**src/rtl/usb_rx_ctrl.sv**
```systemverilog
// USB full-speed receive controller: assembles NRZI-decoded bits into bytes,
// validates SYNC/PID, gates payload writes into the RX FIFO and flags packet status.
module usb_rx_ctrl #(
  parameter logic [7:0] SYNC_BYTE = 8'h80,
  parameter int         MAX_DATA  = 64
) (
  input  logic       clk,
  input  logic       n_rst,
  input  logic       d_original,
  input  logic       shift_enable,
  input  logic       eop,
  input  logic       d_edge,
  output logic [7:0] rcv_data,
  output logic       w_enable,
  output logic       rcving,
  output logic [3:0] rx_packet,
  output logic       rx_data_ready,
  output logic       r_error
);

  typedef enum logic [2:0] {
    IDLE  = 3'd0,
    SYNC  = 3'd1,
    PID   = 3'd2,
    TOKEN = 3'd3,
    DATA  = 3'd4,
    HSK   = 3'd5,
    DONE  = 3'd6,
    ERR   = 3'd7
  } state_t;

  localparam logic [6:0] BYTE_LIMIT = 7'(MAX_DATA + 2);

  // PID must be one of the supported types and carry its own complement in the upper nibble.
  function automatic logic pid_ok(input logic [7:0] b);
    logic known;
    case (b[3:0])
      4'b0001, 4'b1001, 4'b1101,
      4'b0011, 4'b1011,
      4'b0010, 4'b1010, 4'b1110: known = 1'b1;
      default:                   known = 1'b0;
    endcase
    pid_ok = known && (b[7:4] == ~b[3:0]);
  endfunction

  state_t     state_r, state_s;
  logic [7:0] shift_r;
  logic [2:0] bit_cnt_r;
  logic [6:0] byte_cnt_r, byte_cnt_s;
  logic [7:0] rcv_data_r;
  logic       w_enable_r, w_enable_s;
  logic       rcving_r, rcving_s;
  logic [3:0] rx_packet_r, rx_packet_s;
  logic       rx_data_ready_r, rx_data_ready_s;
  logic       r_error_r, r_error_s;

  logic       active_s, shift_s, eop_s, byte_done_s, start_s;
  logic [7:0] byte_s;
  logic [6:0] byte_cnt_inc_s;

  // The EOP strobe never shifts; the edge cycle in IDLE never samples a bit.
  assign active_s       = (state_r == SYNC) || (state_r == PID) || (state_r == TOKEN) ||
                          (state_r == DATA) || (state_r == HSK);
  assign shift_s        = active_s && shift_enable && !eop;
  assign eop_s          = shift_enable && eop;
  assign byte_done_s    = shift_s && (bit_cnt_r == 3'd7);
  assign byte_s         = {d_original, shift_r[7:1]};
  assign start_s        = (state_r == IDLE) && d_edge;
  assign byte_cnt_inc_s = (byte_cnt_r == 7'h7F) ? byte_cnt_r : (byte_cnt_r + 7'd1);

  // State register.
  always_ff @(posedge clk or negedge n_rst) begin
    if (!n_rst) begin
      state_r <= IDLE;
    end else begin
      state_r <= state_s;
    end
  end

  // Next-state and next-output decode.
  always_comb begin
    state_s         = state_r;
    byte_cnt_s      = byte_cnt_r;
    w_enable_s      = 1'b0;
    rcving_s        = rcving_r;
    rx_packet_s     = rx_packet_r;
    rx_data_ready_s = 1'b0;
    r_error_s       = r_error_r;
    case (state_r)
      IDLE: begin
        if (d_edge) begin
          state_s     = SYNC;
          rcving_s    = 1'b1;
          r_error_s   = 1'b0;
          rx_packet_s = 4'h0;
          byte_cnt_s  = 7'd0;
        end else begin
          state_s = IDLE;
        end
      end
      SYNC: begin
        if (eop_s) begin
          state_s   = IDLE;
          r_error_s = 1'b1;
          rcving_s  = 1'b0;
        end else if (byte_done_s) begin
          if (byte_s == SYNC_BYTE) begin
            state_s = PID;
          end else begin
            state_s   = ERR;
            r_error_s = 1'b1;
          end
        end else begin
          state_s = SYNC;
        end
      end
      PID: begin
        if (eop_s) begin
          state_s   = IDLE;
          r_error_s = 1'b1;
          rcving_s  = 1'b0;
        end else if (byte_done_s) begin
          if (pid_ok(byte_s)) begin
            rx_packet_s = byte_s[3:0];
            byte_cnt_s  = 7'd0;
            // PID[1:0] encodes the packet class: 01 token, 11 data, 10 handshake.
            case (byte_s[1:0])
              2'b01:   state_s = TOKEN;
              2'b11:   state_s = DATA;
              2'b10:   state_s = HSK;
              default: begin
                state_s   = ERR;
                r_error_s = 1'b1;
              end
            endcase
          end else begin
            state_s   = ERR;
            r_error_s = 1'b1;
          end
        end else begin
          state_s = PID;
        end
      end
      TOKEN: begin
        if (eop_s) begin
          if ((byte_cnt_r == 7'd2) && (bit_cnt_r == 3'd0)) begin
            state_s         = DONE;
            rx_data_ready_s = 1'b1;
            rcving_s        = 1'b0;
          end else begin
            state_s   = IDLE;
            r_error_s = 1'b1;
            rcving_s  = 1'b0;
          end
        end else if (byte_done_s) begin
          if (byte_cnt_r >= 7'd2) begin
            state_s   = ERR;
            r_error_s = 1'b1;
          end else begin
            byte_cnt_s = byte_cnt_inc_s;
          end
        end else begin
          state_s = TOKEN;
        end
      end
      DATA: begin
        if (eop_s) begin
          if ((bit_cnt_r == 3'd0) && (byte_cnt_r >= 7'd2)) begin
            state_s         = DONE;
            rx_data_ready_s = 1'b1;
            rcving_s        = 1'b0;
          end else begin
            state_s   = IDLE;
            r_error_s = 1'b1;
            rcving_s  = 1'b0;
          end
        end else if (byte_done_s) begin
          if (byte_cnt_r >= BYTE_LIMIT) begin
            state_s   = ERR;
            r_error_s = 1'b1;
          end else begin
            w_enable_s = 1'b1;
            byte_cnt_s = byte_cnt_inc_s;
          end
        end else begin
          state_s = DATA;
        end
      end
      HSK: begin
        if (eop_s) begin
          if (bit_cnt_r == 3'd0) begin
            state_s         = DONE;
            rx_data_ready_s = 1'b1;
            rcving_s        = 1'b0;
          end else begin
            state_s   = IDLE;
            r_error_s = 1'b1;
            rcving_s  = 1'b0;
          end
        end else if (byte_done_s) begin
          state_s   = ERR;
          r_error_s = 1'b1;
        end else begin
          state_s = HSK;
        end
      end
      DONE: begin
        state_s = IDLE;
      end
      ERR: begin
        if (eop_s) begin
          state_s  = IDLE;
          rcving_s = 1'b0;
        end else begin
          state_s = ERR;
        end
      end
      default: begin
        state_s  = IDLE;
        rcving_s = 1'b0;
      end
    endcase
  end

  // Bit assembly: counters restart on every entry to SYNC.
  always_ff @(posedge clk or negedge n_rst) begin
    if (!n_rst) begin
      shift_r   <= 8'h00;
      bit_cnt_r <= 3'd0;
    end else if (start_s) begin
      shift_r   <= 8'h00;
      bit_cnt_r <= 3'd0;
    end else if (shift_s) begin
      shift_r   <= byte_s;
      bit_cnt_r <= bit_cnt_r + 3'd1;
    end else begin
      shift_r   <= shift_r;
      bit_cnt_r <= bit_cnt_r;
    end
  end

  // Registered outputs; rcv_data and w_enable update on the same edge.
  always_ff @(posedge clk or negedge n_rst) begin
    if (!n_rst) begin
      rcv_data_r      <= 8'h00;
      byte_cnt_r      <= 7'd0;
      w_enable_r      <= 1'b0;
      rcving_r        <= 1'b0;
      rx_packet_r     <= 4'h0;
      rx_data_ready_r <= 1'b0;
      r_error_r       <= 1'b0;
    end else begin
      if (byte_done_s) begin
        rcv_data_r <= byte_s;
      end else begin
        rcv_data_r <= rcv_data_r;
      end
      byte_cnt_r      <= byte_cnt_s;
      w_enable_r      <= w_enable_s;
      rcving_r        <= rcving_s;
      rx_packet_r     <= rx_packet_s;
      rx_data_ready_r <= rx_data_ready_s;
      r_error_r       <= r_error_s;
    end
  end

  assign rcv_data      = rcv_data_r;
  assign w_enable      = w_enable_r;
  assign rcving        = rcving_r;
  assign rx_packet     = rx_packet_r;
  assign rx_data_ready = rx_data_ready_r;
  assign r_error       = r_error_r;

endmodule
```
**config.mk**
```make
export PLATFORM = sky130hd
export DESIGN_NAME = usb_rx_ctrl
export DESIGN_NICKNAME = d
export VERILOG_FILES = /design/src/rtl/usb_rx_ctrl.sv
export SDC_FILE = /design/constraint.sdc
export NUM_CORES = 1
export LEC_CHECK = 0
export BUFFER_PORTS_ARGS = -buffer_cell sky130_fd_sc_hd__buf_2
export CORE_ASPECT_RATIO = 0.5
export CORE_MARGIN = 3
export CORE_UTILIZATION = 40
export DETAILED_ROUTE_END_ITERATION = 6
export PLACE_DENSITY = 0.6
export SLEW_MARGIN = 20
export SYNTH_ARGS = -nofsm -noshare
export SYNTH_HDL_FRONTEND = slang
export SYNTH_SLANG_ARGS = --single-unit
```
**constraint.sdc**
```tcl
create_clock -name clk -period 2.6 [get_ports clk]
set_input_delay 0.26 -clock clk [delete_from_list [all_inputs] [get_ports clk]]
set_output_delay 0.26 -clock clk [all_outputs]
set_load 0.01 [all_outputs]
```
* Yosys cells after proc, flatten, opt, wreduce, memory -nomap -nowiden
Memory sizes are Yosys's and may differ from the RTL's. Index checks and enable logic that the tools add are counted.
Operators by class: add/subtract/negate cells 2, order comparisons 2, equal/unequal tests 40, multiplexer cells 79, bitwise logic cells 1, reductions and logical operators 27
Operators with widths (count):
- 2-to-1 mux 7 bit | 11
- 2-to-1 mux 3 bit | 19
- 2-to-1 mux 1 bit | 35
- case mux 7 bit (4 select lines) | 1
- != test 3 bit, second input constant | 9
- case mux 3 bit (8 select lines) | 1
- != test 2 bit, second input constant | 9
- 2-to-1 mux 4 bit | 4
- 2-to-1 mux 8 bit | 2
- == test 3 bit, second input constant | 5
- AND reduction 14 bit | 1
- AND reduction 11 bit | 1
- case mux 3 bit (3 select lines) | 1
- == test 8 bit, second input constant | 1
- logical AND 1 bit | 8
- != test 4 x 3 -> 1 bit, second input constant | 2
- case mux 4 bit (2 select lines) | 1
- adder 7 x 1 -> 7 bit, second input constant | 1
- == test 7 x 2 -> 1 bit, second input constant | 1
- == test 7 bit, second input constant | 1
- >= comparator 7 x 2 -> 1 bit, second input constant | 1
- >= comparator 7 bit, second input constant | 1
- == test 3 x 2 -> 1 bit, second input constant | 2
- zero test 3 bit | 2
- 23 further kinds | 31
Storage, ports and cells: register bits 37, bits in read-only memories 16, bits of input ports 6, output and inout bits 16, word-level logic and storage cells 162, memories kept 1
Memory list:
- (no name shown) | words 16, bits a word 1, read ports 1, clocked after Yosys merged registers in 0, write ports 0, line 37 | case (b[3:0])

* Longest topological paths before layout
Gate-level depths: netlist of the first run.
depth in word-level cells 16, mapped depth 8, depth with buffers taken out 7

* Least setup slack after synthesis of the first run
OpenSTA, ideal clock, no wires.
kind reg2reg, start register shift_r[1], end register byte_cnt_r[6], setup time 0.119 ns, arrival time 2.202 ns, data required time 2.481 ns, setup slack 0.279 ns, stages on the path, launching flop included 8, path buffers 0, period minus slack after synthesis 2.321 ns, cells stage by stage dfrtp_1 > inv_1 > ha_1 > or3b_4 > a2111oi_4 > nor2_4 > nor4_4 > o21ba_1
On the way: word-level cells in the longest chain between the ends 7, elaborated cells between the ends (all ways) 9, classes of those cells eq/ne (2); mux (3); bitwise (1); reduce/logical (2); memory (1)
RTL lines:
- start, declared | line 47 | logic [7:0] shift_r;
- start signal, assigned | line 234 | shift_r <= byte_s;
- start signal, assigned | line 237 | shift_r <= shift_r;
- memory (16 x 1 bit)
- 2-to-1 mux 1 bit | line 122 | end else if (byte_done_s) begin
- 2-to-1 mux 1 bit | line 118 | if (eop_s) begin
- 2-to-1 mux 1 bit | line 89 | case (state_r)
- logical AND 1 bit * | line 43 | pid_ok = known && (b[7:4] == ~b[3:0]);
- != test 2 x 1 -> 1 bit (no line) *
- AND reduction 11 bit (no line) *
- end signal, assigned | line 258 | byte_cnt_r <= byte_cnt_s;
- end, declared | line 49 | logic [6:0] byte_cnt_r, byte_cnt_s;
Mark *: on every way between the ends. The rest lies on a longest branch, timed or not. The select of a mux whose other input is x is not followed. A chain may end at the register's enable or synchronous reset.

* Worst setup path in the final report of the first run
start register shift_r[2], end register state_r[1]
On the way: word-level cells in the longest chain between the ends 9, elaborated cells between the ends (all ways) 15, classes of those cells eq/ne (4); mux (8); bitwise (1); reduce/logical (1); memory (1)
RTL lines:
- memory (16 x 1 bit)
- 2-to-1 mux 1 bit | line 122
- 2-to-1 mux 1 bit | line 118
- 2-to-1 mux 1 bit | line 89
- logical AND 1 bit | line 43
- 2-to-1 mux 3 bit * | line 123 | if (pid_ok(byte_s)) begin
- 2-to-1 mux 3 bit * | line 122
- 2-to-1 mux 3 bit * | line 118
- case mux 3 bit (8 select lines) * | line 89
- end signal, assigned | line 76 | state_r <= state_s;
- end, declared | line 46 | state_t state_r, state_s;
Marks and branches as above.

==> summary.txt, run 1 <==
Routing
  • Via count: 1768
  • Router iterations before antenna repair: 4
  • DRC violation count after routing: 0
  • Post-DR vias/cell: 5.491
  • ANT nets after route: 0
  • Wire length per cell: 15.29 um
  • Sum of routed wire length over all layers: 4923 um
  • DRC violation total after the first TritonRoute iteration: 124

Placement
  • Port bufs: 21
  • Post-DP HPWL: 3498 um
  • Instance count after placement with tap cells included: 314
  • Placer's final routability congestion estimate: 0.8590

GRT
  • Vias in the first global route: 1646
  • Aggregate global-route resource usage: 0.1615
  • Leftover overflow at the end of global routing: 0
  • Wire length of the first global-routing pass: 8245 um
  • Pin count of the biggest net entering global routing: 37
  • Antenna violations before repair: 0

Min path
  • Hold Crit Class: primary input to async pin

Layout
  • Ratio of cells with drive above 1 in the final layout: 0.2262
  • Most used cells in the layout excluding fill and tap cells: sky130_fd_sc_hd__dfrtp_1, sky130_fd_sc_hd__nor2_1, sky130_fd_sc_hd__buf_2
  • Filler instances: 471
  • Number of standard cells in the final layout excluding fillers: 322
  • Final antenna diode count: 0
  • Area growth syn-to-layout: 14.33%
  • Number of nets in the layout: 267
  • Most frequent standard cell in the layout excluding fill and tap cells: sky130_fd_sc_hd__dfrtp_1

Yosys
  • Sequential-to-total area share from yosys stat: 0.4110
  • Count of different cell masters after synthesis: 56
  • Proportion of register bits with asynchronous set or reset after synthesis: 1.000
  • Yosys top cell area share: 0.4110
  • Syn. warnings: 0
  • Primary FF master, synth: sky130_fd_sc_hd__dfrtp_1
  • #FFs+latches synth: 36
  • Number of flops mapped to enable cells by yosys: 0
  • Synthesized Nets: 242
  • Gate count of the mapped netlist: 226
  • Cell area after synthesis: 2192 um2
  • Average instance area after synthesis: 9.700 um2
  • Top cells by area in the synthesized netlist: sky130_fd_sc_hd__dfrtp_1, sky130_fd_sc_hd__ha_1, sky130_fd_sc_hd__nor2_1
  • Most area-hungry cell type in the Yosys netlist: sky130_fd_sc_hd__dfrtp_1

Clock network
  • Clock transition at the registers of the reported paths: 0.08 ns
  • Root Driver: sky130_fd_sc_hd__clkbuf_8
  • Insertion delay to the later sink of the worst-skew pair: 0.30 ns
  • Number of buffers inserted for hold repair after clock tree synthesis: 0
  • Clock net sink count: 36
  • Total CTS buffers: 5
  • TritonCTS clock tree: built
  • Number of buffers on the longest clock path: 2
  • Post-cts repair resize count: 0
  • Buffers inserted during post-CTS setup optimization: 0
  • H-tree lvl count: 2

Run
  • Reported max-cap violation count: 0

Floorplan
  • Die Wd: 110.7 um
  • IO Pins: 22
  • Full die area: 6458 um2
  • Standard-cell rows: 18
  • Core area: 5112 um2
  • Height of the die: 58.35 um
  • Initial standard-cell utilization of the core: 0.4288

Timing
  • Highest achievable clock rate: 411.5 MHz
  • Number of pins with negative max-slew slack in the final report: 0
  • Max-slew headroom: 0.4466
  • Worst Tran Pin Value: 0.8300 ns
  • Clk_skew: 0.006842 ns
  • Final setup viols: 0
  • Minimum clock period after layout: 2.430 ns
  • Final count of hold timing violations: 0
  • Setup tns final: 0 ns
  • Final worst-path cycle share: 0.9347
  • Setup repair after global routing missed its margin: false

Power and ir drop
  • Leakage power total: 1.204 nW
  • Sequential group share of total power: 0.395
  • Power Density: 719.0 nW/um2
  • Max VDD drop: 0.3429 mV
  • Share of power burned in the clock network: 0.276
  • Switch share: 0.3525
  • Logic pwr share: 0.329
  • Power spent charging and discharging nets: 0.6353 mW
  • Power Internal: 1.167 mW

Setup path
  • Worst setup path category: register to register
  • Startpoint types: register
  • Register-to-register setup slack: 0.17 ns
  • Required time of the critical path: 2.76 ns
  • Worst Setup End Kind: register
  • Max FO, Critical Path: 5
  • Worst Path Arrival: 2.59 ns

Status
  • Run status: finished clean
## power by group through the flow
stage | combinational (mW) | clock [mW] | sequential, mW
2_1_floorplan | 0.442 | 0 | 0.689
3_3_place_gp | 0.586 | 0 | 0.716
3_5_place_dp | 0.590 | 0 | 0.719
4_1_cts | 0.593 | 0.507 | 0.710
5_1_grt | 0.661 | 0.536 | 0.727
6_report | 0.592 | 0.498 | 0.712
## layout make-up
| cell class | instances | area, um2 | area share |
|---|---|---|---|
| Clock buffer | 6 | 72.57 | 0.02896 |
| Clock inverter | 2 | 35.03 | 0.01398 |
| Inverter | 12 | 45.04 | 0.01797 |
| Multi-Input combinational cell | 165 | 1185 | 0.4728 |
| Sequential cell | 36 | 900.9 | 0.3595 |
| Tap cell | 70 | 87.58 | 0.03495 |
| Timing Repair Buffer | 31 | 180.2 | 0.07189 |
## per-stage QoR
| step | hold WS [ns] | util | power [mW] | setup WS, ns | instance area, um2 |
|---|---|---|---|---|---|
| global placement | 0.3958 | 0.4692 | 1.302 | 0.2778 | 2399 |
| CTS | 0.08997 | 0.4902 | 1.810 | 0.1775 | 2506 |
| detailed placement | 0.4161 | 0.4692 | 1.310 | 0.2014 | 2399 |
| finish | 0.04284 | 0.4902 | 1.802 | 0.1697 | 2506 |
| floorplan | -0.03559 | - | 1.131 | 0.2791 | 2192 |
| global route | 0.1214 | 0.4902 | 1.924 | 0.02372 | 2506 |
## synthesized netlist by cell type, types with 3 or more instances
cell                         n
sky130_fd_sc_hd__dfrtp_1    36
sky130_fd_sc_hd__nor2_1     27
sky130_fd_sc_hd__o21ai_0    13
sky130_fd_sc_hd__inv_1      12
sky130_fd_sc_hd__nand2_1    11
sky130_fd_sc_hd__ha_1       10
sky130_fd_sc_hd__mux2i_1     9
sky130_fd_sc_hd__a21oi_1     8
sky130_fd_sc_hd__clkbuf_1    8
sky130_fd_sc_hd__mux2_2      6
sky130_fd_sc_hd__o31ai_1     6
sky130_fd_sc_hd__nand2b_1    5
sky130_fd_sc_hd__nand3_1     5
sky130_fd_sc_hd__nor3_1      5
sky130_fd_sc_hd__buf_2       4
sky130_fd_sc_hd__nor4_1      4
sky130_fd_sc_hd__o2bb2ai_1   4
sky130_fd_sc_hd__xnor2_1     4
sky130_fd_sc_hd__o22ai_1     3
sky130_fd_sc_hd__or3b_2      3
## per-layer routing
metal,vias up,GRT usage,wire length (um)
li1,866,-,-
met1,858,0.2331,2441
met4,0,0.05614,60
met2,36,0.2362,2180
met5,-,0,0
met3,8,0.04312,240
## final timing paths
path                              from            end  cells after the start
hold reg to reg            rcv_data[0]    rcv_data[0]                      2
max in group asynchronous        n_rst   bit_cnt_r[0]                      1
setup reg to reg            shift_r[2]     state_r[1]                      7
min in group clk                d_edge     state_r[0]                      3
setup / recovery            shift_r[2]     state_r[1]                      7
hold / removal                   n_rst  byte_cnt_r[3]                      1
## registers in the layout, summed over array words and instances (netlist names)
register,flops
bit_cnt_r,3
byte_cnt_r,7
r_error,1
rcv_data,8
rcving,1
rx_data_ready,1
rx_packet,4
shift_r,7
state_r,3
w_enable,1
## critical path, stage by stage (launching register included)
cell	delay (ns)
sky130_fd_sc_hd__dfrtp_1	0.34
sky130_fd_sc_hd__inv_1	0.09
sky130_fd_sc_hd__ha_1	0.24
sky130_fd_sc_hd__or3b_4	0.40
sky130_fd_sc_hd__a2111oi_4	0.54
sky130_fd_sc_hd__inv_1	0.12
sky130_fd_sc_hd__o41ai_1	0.41
sky130_fd_sc_hd__a32oi_1	0.16
## logic make-up (layout without fill, tap and decap cells)
group	after synthesis	count (layout)	share of synthesized area
AND/OR/NAND/NOR	80	80	0.2038
AO/OA/AOI/OAI	56	56	0.1918
flip-flops	36	36	0.4110
buffers and inverters	25	51	0.04852
multiplexers	15	15	0.07192
adder cells (fa/ha/maj)	10	10	0.05708
XOR/XNOR	4	4	0.01598
No activity file was read; power rests on OpenSTA's default activity.
==> run 2, diff against run 1 <==
REMOVE_ABC_BUFFERS = 1   (was default)
==> summary.txt, run 2 (synthesized netlist as in run 1, its figures left out) <==
Timing
  • Minimum clock period after layout: 2.415 ns
  • Final worst-path cycle share: 0.9288
  • Clk_skew: 0.008007 ns
  • Highest achievable clock rate: 414.1 MHz
  • Number of pins with negative max-slew slack in the final report: 0
  • Final count of hold timing violations: 0
  • Final setup viols: 0
  • Setup tns final: 0 ns
  • Setup repair after global routing missed its margin: false
  • Max-slew headroom: 0.4551
  • Worst Tran Pin Value: 0.8173 ns
  • Least setup slack across all paths after layout: 0.1851 ns

Routing
  • Router iterations before antenna repair: 4
  • DRC violation total after the first TritonRoute iteration: 159
  • ANT nets after route: 0
  • Sum of routed wire length over all layers: 4824 um
  • Wire length per cell: 14.98 um
  • Via count: 1763
  • DRC violation count after routing: 0
  • Post-DR vias/cell: 5.475

Placement
  • Post-Place Setup Slack: 0.2235 ns
  • Placer's final routability congestion estimate: 0.8522
  • Instance count after placement with tap cells included: 314
  • Post-DP HPWL: 3468 um
  • Port bufs: 21
  • Total cell area at the placement stage: 2399 um2

Setup path
  • Endpoint of the worst register-to-register path: state_r[1]
  • Worst setup path category: register to register
  • Worst Setup End Kind: register
  • Startpoint types: register
  • Required time of the critical path: 2.76 ns
  • Register-to-register setup slack: 0.19 ns
  • Worst Path Arrival: 2.58 ns
  • Reg-to-Reg Start: shift_r[2]
  • Max FO, Critical Path: 5
  • Cell count of the worst reg-to-reg path: 7

Floorplan
  • Full die area: 6458 um2
  • Initial standard-cell utilization of the core: 0.4288
  • IO Pins: 22
  • Core area: 5112 um2
  • Height of the die: 58.35 um
  • Standard-cell rows: 18
  • Die Wd: 110.7 um

Run
  • Reported max-cap violation count: 0

Power and ir drop
  • Share of power burned in the clock network: 0.272
  • Total power consumption of the routed design: 1.792 mW
  • Leakage power total: 1.204 nW
  • Max VDD drop: 0.2904 mV
  • Logic pwr share: 0.332
  • Switch share: 0.3484
  • Sequential group share of total power: 0.396
  • Power spent charging and discharging nets: 0.6243 mW
  • Power Density: 714.9 nW/um2
  • Power Internal: 1.167 mW

Layout
  • Final antenna diode count: 0
  • Number of standard cells in the final layout excluding fillers: 322
  • Most used cells in the layout excluding fill and tap cells: sky130_fd_sc_hd__dfrtp_1, sky130_fd_sc_hd__nor2_1, sky130_fd_sc_hd__buf_2
  • Most frequent standard cell in the layout excluding fill and tap cells: sky130_fd_sc_hd__dfrtp_1
  • Max reg flops: 8
  • Number of nets in the layout: 267
  • Ratio of cells with drive above 1 in the final layout: 0.2262
  • Area growth syn-to-layout: 14.33%
  • Layout Cell Area excl Fill: 2506 um2

Clock network
  • Clock transition at the registers of the reported paths: 0.08 ns
  • H-tree lvl count: 2
  • Root Driver: sky130_fd_sc_hd__clkbuf_8
  • Buffers inserted during post-CTS setup optimization: 0
  • TritonCTS clock tree: built
  • Total CTS buffers: 5
  • Insertion delay to the later sink of the worst-skew pair: 0.29 ns
  • Clock net sink count: 36
  • Number of buffers on the longest clock path: 2
  • Post-cts repair resize count: 0
  • Number of buffers inserted for hold repair after clock tree synthesis: 0

GRT
  • Aggregate global-route resource usage: 0.1642
  • Vias in the first global route: 1709
  • Leftover overflow at the end of global routing: 0
  • Wire length of the first global-routing pass: 8431 um
  • Pin count of the biggest net entering global routing: 37
  • Antenna violations before repair: 0

Min path
  • Hold Crit Class: primary input to async pin

Status
  • Run status: finished clean
-- run 2: worst max-delay path by stage --
stage	startpoint	end	slack [ns]	depth (start not counted)
2_1_floorplan	shift_r[1]	byte_cnt_r[6]	0.28	7
3_3_place_gp	shift_r[2]	byte_cnt_r[6]	0.29	7
3_5_place_dp	shift_r[2]	byte_cnt_r[6]	0.22	7
4_1_cts	shift_r[2]	byte_cnt_r[6]	0.20	7
5_1_grt	shift_r[2]	state_r[1]	0.02	7
6_report	shift_r[2]	state_r[1]	0.19	7
-- run 2: layout make-up --
cell class / count / area (um2)
tap: 70 / 87.58
fill: 478 / 2606
timing repair buffer: 31 / 180.2
multi-input combinational: 165 / 1185
sequential: 36 / 900.9
inverter: 12 / 45.04
clock buffer: 6 / 72.57
clock inverter: 2 / 35.03
-- run 2: per-stage QoR --
stage | hold slack [ns] | utilization
floorplan | -0.03559 | -
global placement | 0.3981 | 0.4692
detailed placement | 0.4106 | 0.4692
CTS | 0.09467 | 0.4902
global route | 0.1124 | 0.4902
finish | 0.05558 | 0.4902
-- run 2: per-layer routing --
metal  vias to the layer above  part of all wire  global-route usage
li1                        868                 -                   -
met1                       859              0.50              0.2294
met2                        31              0.44              0.2491
met3                         5             0.044             0.04620
met4                         0             0.011             0.05614
met5                         -                 0                   0
-- run 2: worst max-delay path: stages (launching register included) --
cell,delay [ns]
sky130_fd_sc_hd__dfrtp_1,0.35
sky130_fd_sc_hd__inv_1,0.09
sky130_fd_sc_hd__ha_1,0.24
sky130_fd_sc_hd__or3b_4,0.39
sky130_fd_sc_hd__a2111oi_4,0.53
sky130_fd_sc_hd__inv_1,0.11
sky130_fd_sc_hd__o41ai_1,0.41
sky130_fd_sc_hd__a32oi_1,0.16
-- run 2: power groups by stage --
stage               Combinational, mW  Clock (mW)  Sequential [mW]
floorplan                       0.377           0            0.727
global placement                0.584           0            0.716
detailed placement              0.589           0            0.717
CTS                             0.591       0.505            0.706
global route                    0.661       0.529            0.720
finish                          0.595       0.488            0.709
==> run 3, diff against run 2 <==
MAX_ROUTING_LAYER = met4   (was default)
==> summary.txt, run 3 (synthesized netlist as in run 1, its figures left out) <==
Layout
  • Max reg flops: 8
  • Multi-input gate area in the final layout: 1185 um2
  • Register cell area after layout: 900.9 um2
  • Number of nets in the layout: 267
  • Most frequent standard cell in the layout excluding fill and tap cells: sky130_fd_sc_hd__dfrtp_1
  • Area growth syn-to-layout: 14.33%
  • Finished Core Util: 0.4902
  • Filler instances: 478
  • Ratio of cells with drive above 1 in the final layout: 0.2262
  • Final antenna diode count: 0
  • Most used cells in the layout excluding fill and tap cells: sky130_fd_sc_hd__dfrtp_1, sky130_fd_sc_hd__nor2_1, sky130_fd_sc_hd__buf_2
  • Layout Cell Area excl Fill: 2506 um2

Setup path
  • Reg-to-Reg Start: shift_r[2]
  • Worst Setup End Kind: register
  • Max FO, Critical Path: 5
  • Worst Path Arrival: 2.58 ns
  • Cell count of the worst reg-to-reg path: 7
  • Startpoint types: register
  • Worst setup path category: register to register
  • Endpoint of the worst register-to-register path: state_r[1]
  • Required time of the critical path: 2.76 ns
  • Register-to-register setup slack: 0.18 ns

Power and ir drop
  • Power Internal: 1.167 mW
  • Power spent charging and discharging nets: 0.6260 mW
  • Sequential group share of total power: 0.395
  • Share of power burned in the clock network: 0.273
  • Max VDD drop: 0.2910 mV
  • Logic pwr share: 0.332
  • Switch share: 0.3490
  • Power Density: 715.6 nW/um2
  • Leakage power total: 1.204 nW

Timing
  • Setup repair after global routing missed its margin: false
  • Worst Tran Pin Value: 0.8171 ns
  • Minimum clock period after layout: 2.415 ns
  • Highest achievable clock rate: 414.0 MHz
  • Clk_skew: 0.007448 ns
  • Number of pins with negative max-slew slack in the final report: 0
  • Setup tns final: 0 ns
  • Final setup viols: 0
  • Max-slew headroom: 0.4553
  • Final worst-path cycle share: 0.9290
  • Final count of hold timing violations: 0

Clock network
  • Total CTS buffers: 5
  • Number of buffers on the longest clock path: 2
  • Insertion delay to the later sink of the worst-skew pair: 0.29 ns
  • H-tree lvl count: 2
  • Clock net sink count: 36
  • Root Driver: sky130_fd_sc_hd__clkbuf_8
  • Post-cts repair resize count: 0
  • Buffers inserted during post-CTS setup optimization: 0
  • Number of buffers inserted for hold repair after clock tree synthesis: 0
  • TritonCTS clock tree: built
  • Clock transition at the registers of the reported paths: 0.08 ns

GRT
  • Antenna violations before repair: 0
  • Pin count of the biggest net entering global routing: 37
  • Aggregate global-route resource usage: 0.1687
  • Leftover overflow at the end of global routing: 0
  • Vias in the first global route: 1711
  • Wire length of the first global-routing pass: 8431 um

Floorplan
  • Initial standard-cell utilization of the core: 0.4288
  • IO Pins: 22
  • Height of the die: 58.35 um
  • Full die area: 6458 um2
  • Die Wd: 110.7 um
  • Standard-cell rows: 18
  • Core area: 5112 um2

Routing
  • Wire length per cell: 15.06 um
  • Router iterations before antenna repair: 4
  • DRC violation count after routing: 0
  • DRC violation total after the first TritonRoute iteration: 165
  • Post-DR vias/cell: 5.481
  • ANT nets after route: 0
  • Via count: 1765
  • Sum of routed wire length over all layers: 4848 um

Min path
  • Hold Crit Class: primary input to async pin

Status
  • Run status: finished clean

Placement
  • Post-DP HPWL: 3468 um
  • Placer's final routability congestion estimate: 0.8658
  • Port bufs: 21
  • Total cell area at the placement stage: 2399 um2

Run
  • Reported max-cap violation count: 0
[run 3: final cells by class]
type | instances | area share
well taps | 70 | 0.03495
multi-input cells | 165 | 0.4728
inverters | 12 | 0.01797
clock inverters | 2 | 0.01398
flip-flops and latches | 36 | 0.3595
clock buffers | 6 | 0.02896
repair buffers | 31 | 0.07189
[run 3: how the worst max path moves through the flow]
stage,startpoint,endpoint,slack (ns),depth (start not counted)
floorplan,shift_r[1],byte_cnt_r[6],0.28,7
global placement,shift_r[2],byte_cnt_r[6],0.29,7
detailed placement,shift_r[2],byte_cnt_r[6],0.22,7
CTS,shift_r[2],byte_cnt_r[6],0.20,7
global route,shift_r[2],state_r[1],0.02,7
finish,shift_r[2],state_r[1],0.18,7
[run 3: per-layer routing]
| metal | vias up | part of all wire | global-route usage |
|---|---|---|---|
| li1 | 871 | - | - |
| met5 | - | 0 | - |
| met2 | 25 | 0.44 | 0.2491 |
| met3 | 5 | 0.043 | 0.04312 |
| met1 | 864 | 0.50 | 0.2294 |
| met4 | 0 | 0.012 | 0.05614 |
[run 3: metrics by stage]
stage,std cells,power (mW),worst slack [ns],hold slack (ns)
4_1_cts,322,1.803,0.1969,0.09467
5_1_grt,322,1.909,0.01833,0.1151
3_3_place_gp,314,1.300,0.2949,0.3981
3_5_place_dp,314,1.307,0.2235,0.4106
2_1_floorplan,213,1.105,0.2791,-0.03559
6_report,322,1.793,0.1846,0.05348
[run 3: power by group through the flow]
stage | combinational, mW | sequential (mW) | clock, mW
after floorplan | 0.377 | 0.727 | 0
final | 0.595 | 0.709 | 0.490
after global placement | 0.584 | 0.716 | 0
after detailed placement | 0.589 | 0.717 | 0
after global routing | 0.661 | 0.720 | 0.528
after CTS | 0.591 | 0.706 | 0.505
[run 3: worst max-delay path, stage by stage, from the launching register on]
cell and delay, ns:
sky130_fd_sc_hd__dfrtp_1 0.35, sky130_fd_sc_hd__inv_1 0.09, sky130_fd_sc_hd__ha_1 0.24, sky130_fd_sc_hd__or3b_4 0.39, sky130_fd_sc_hd__a2111oi_4 0.53, sky130_fd_sc_hd__inv_1 0.11, sky130_fd_sc_hd__o41ai_1 0.41, sky130_fd_sc_hd__a32oi_1 0.16
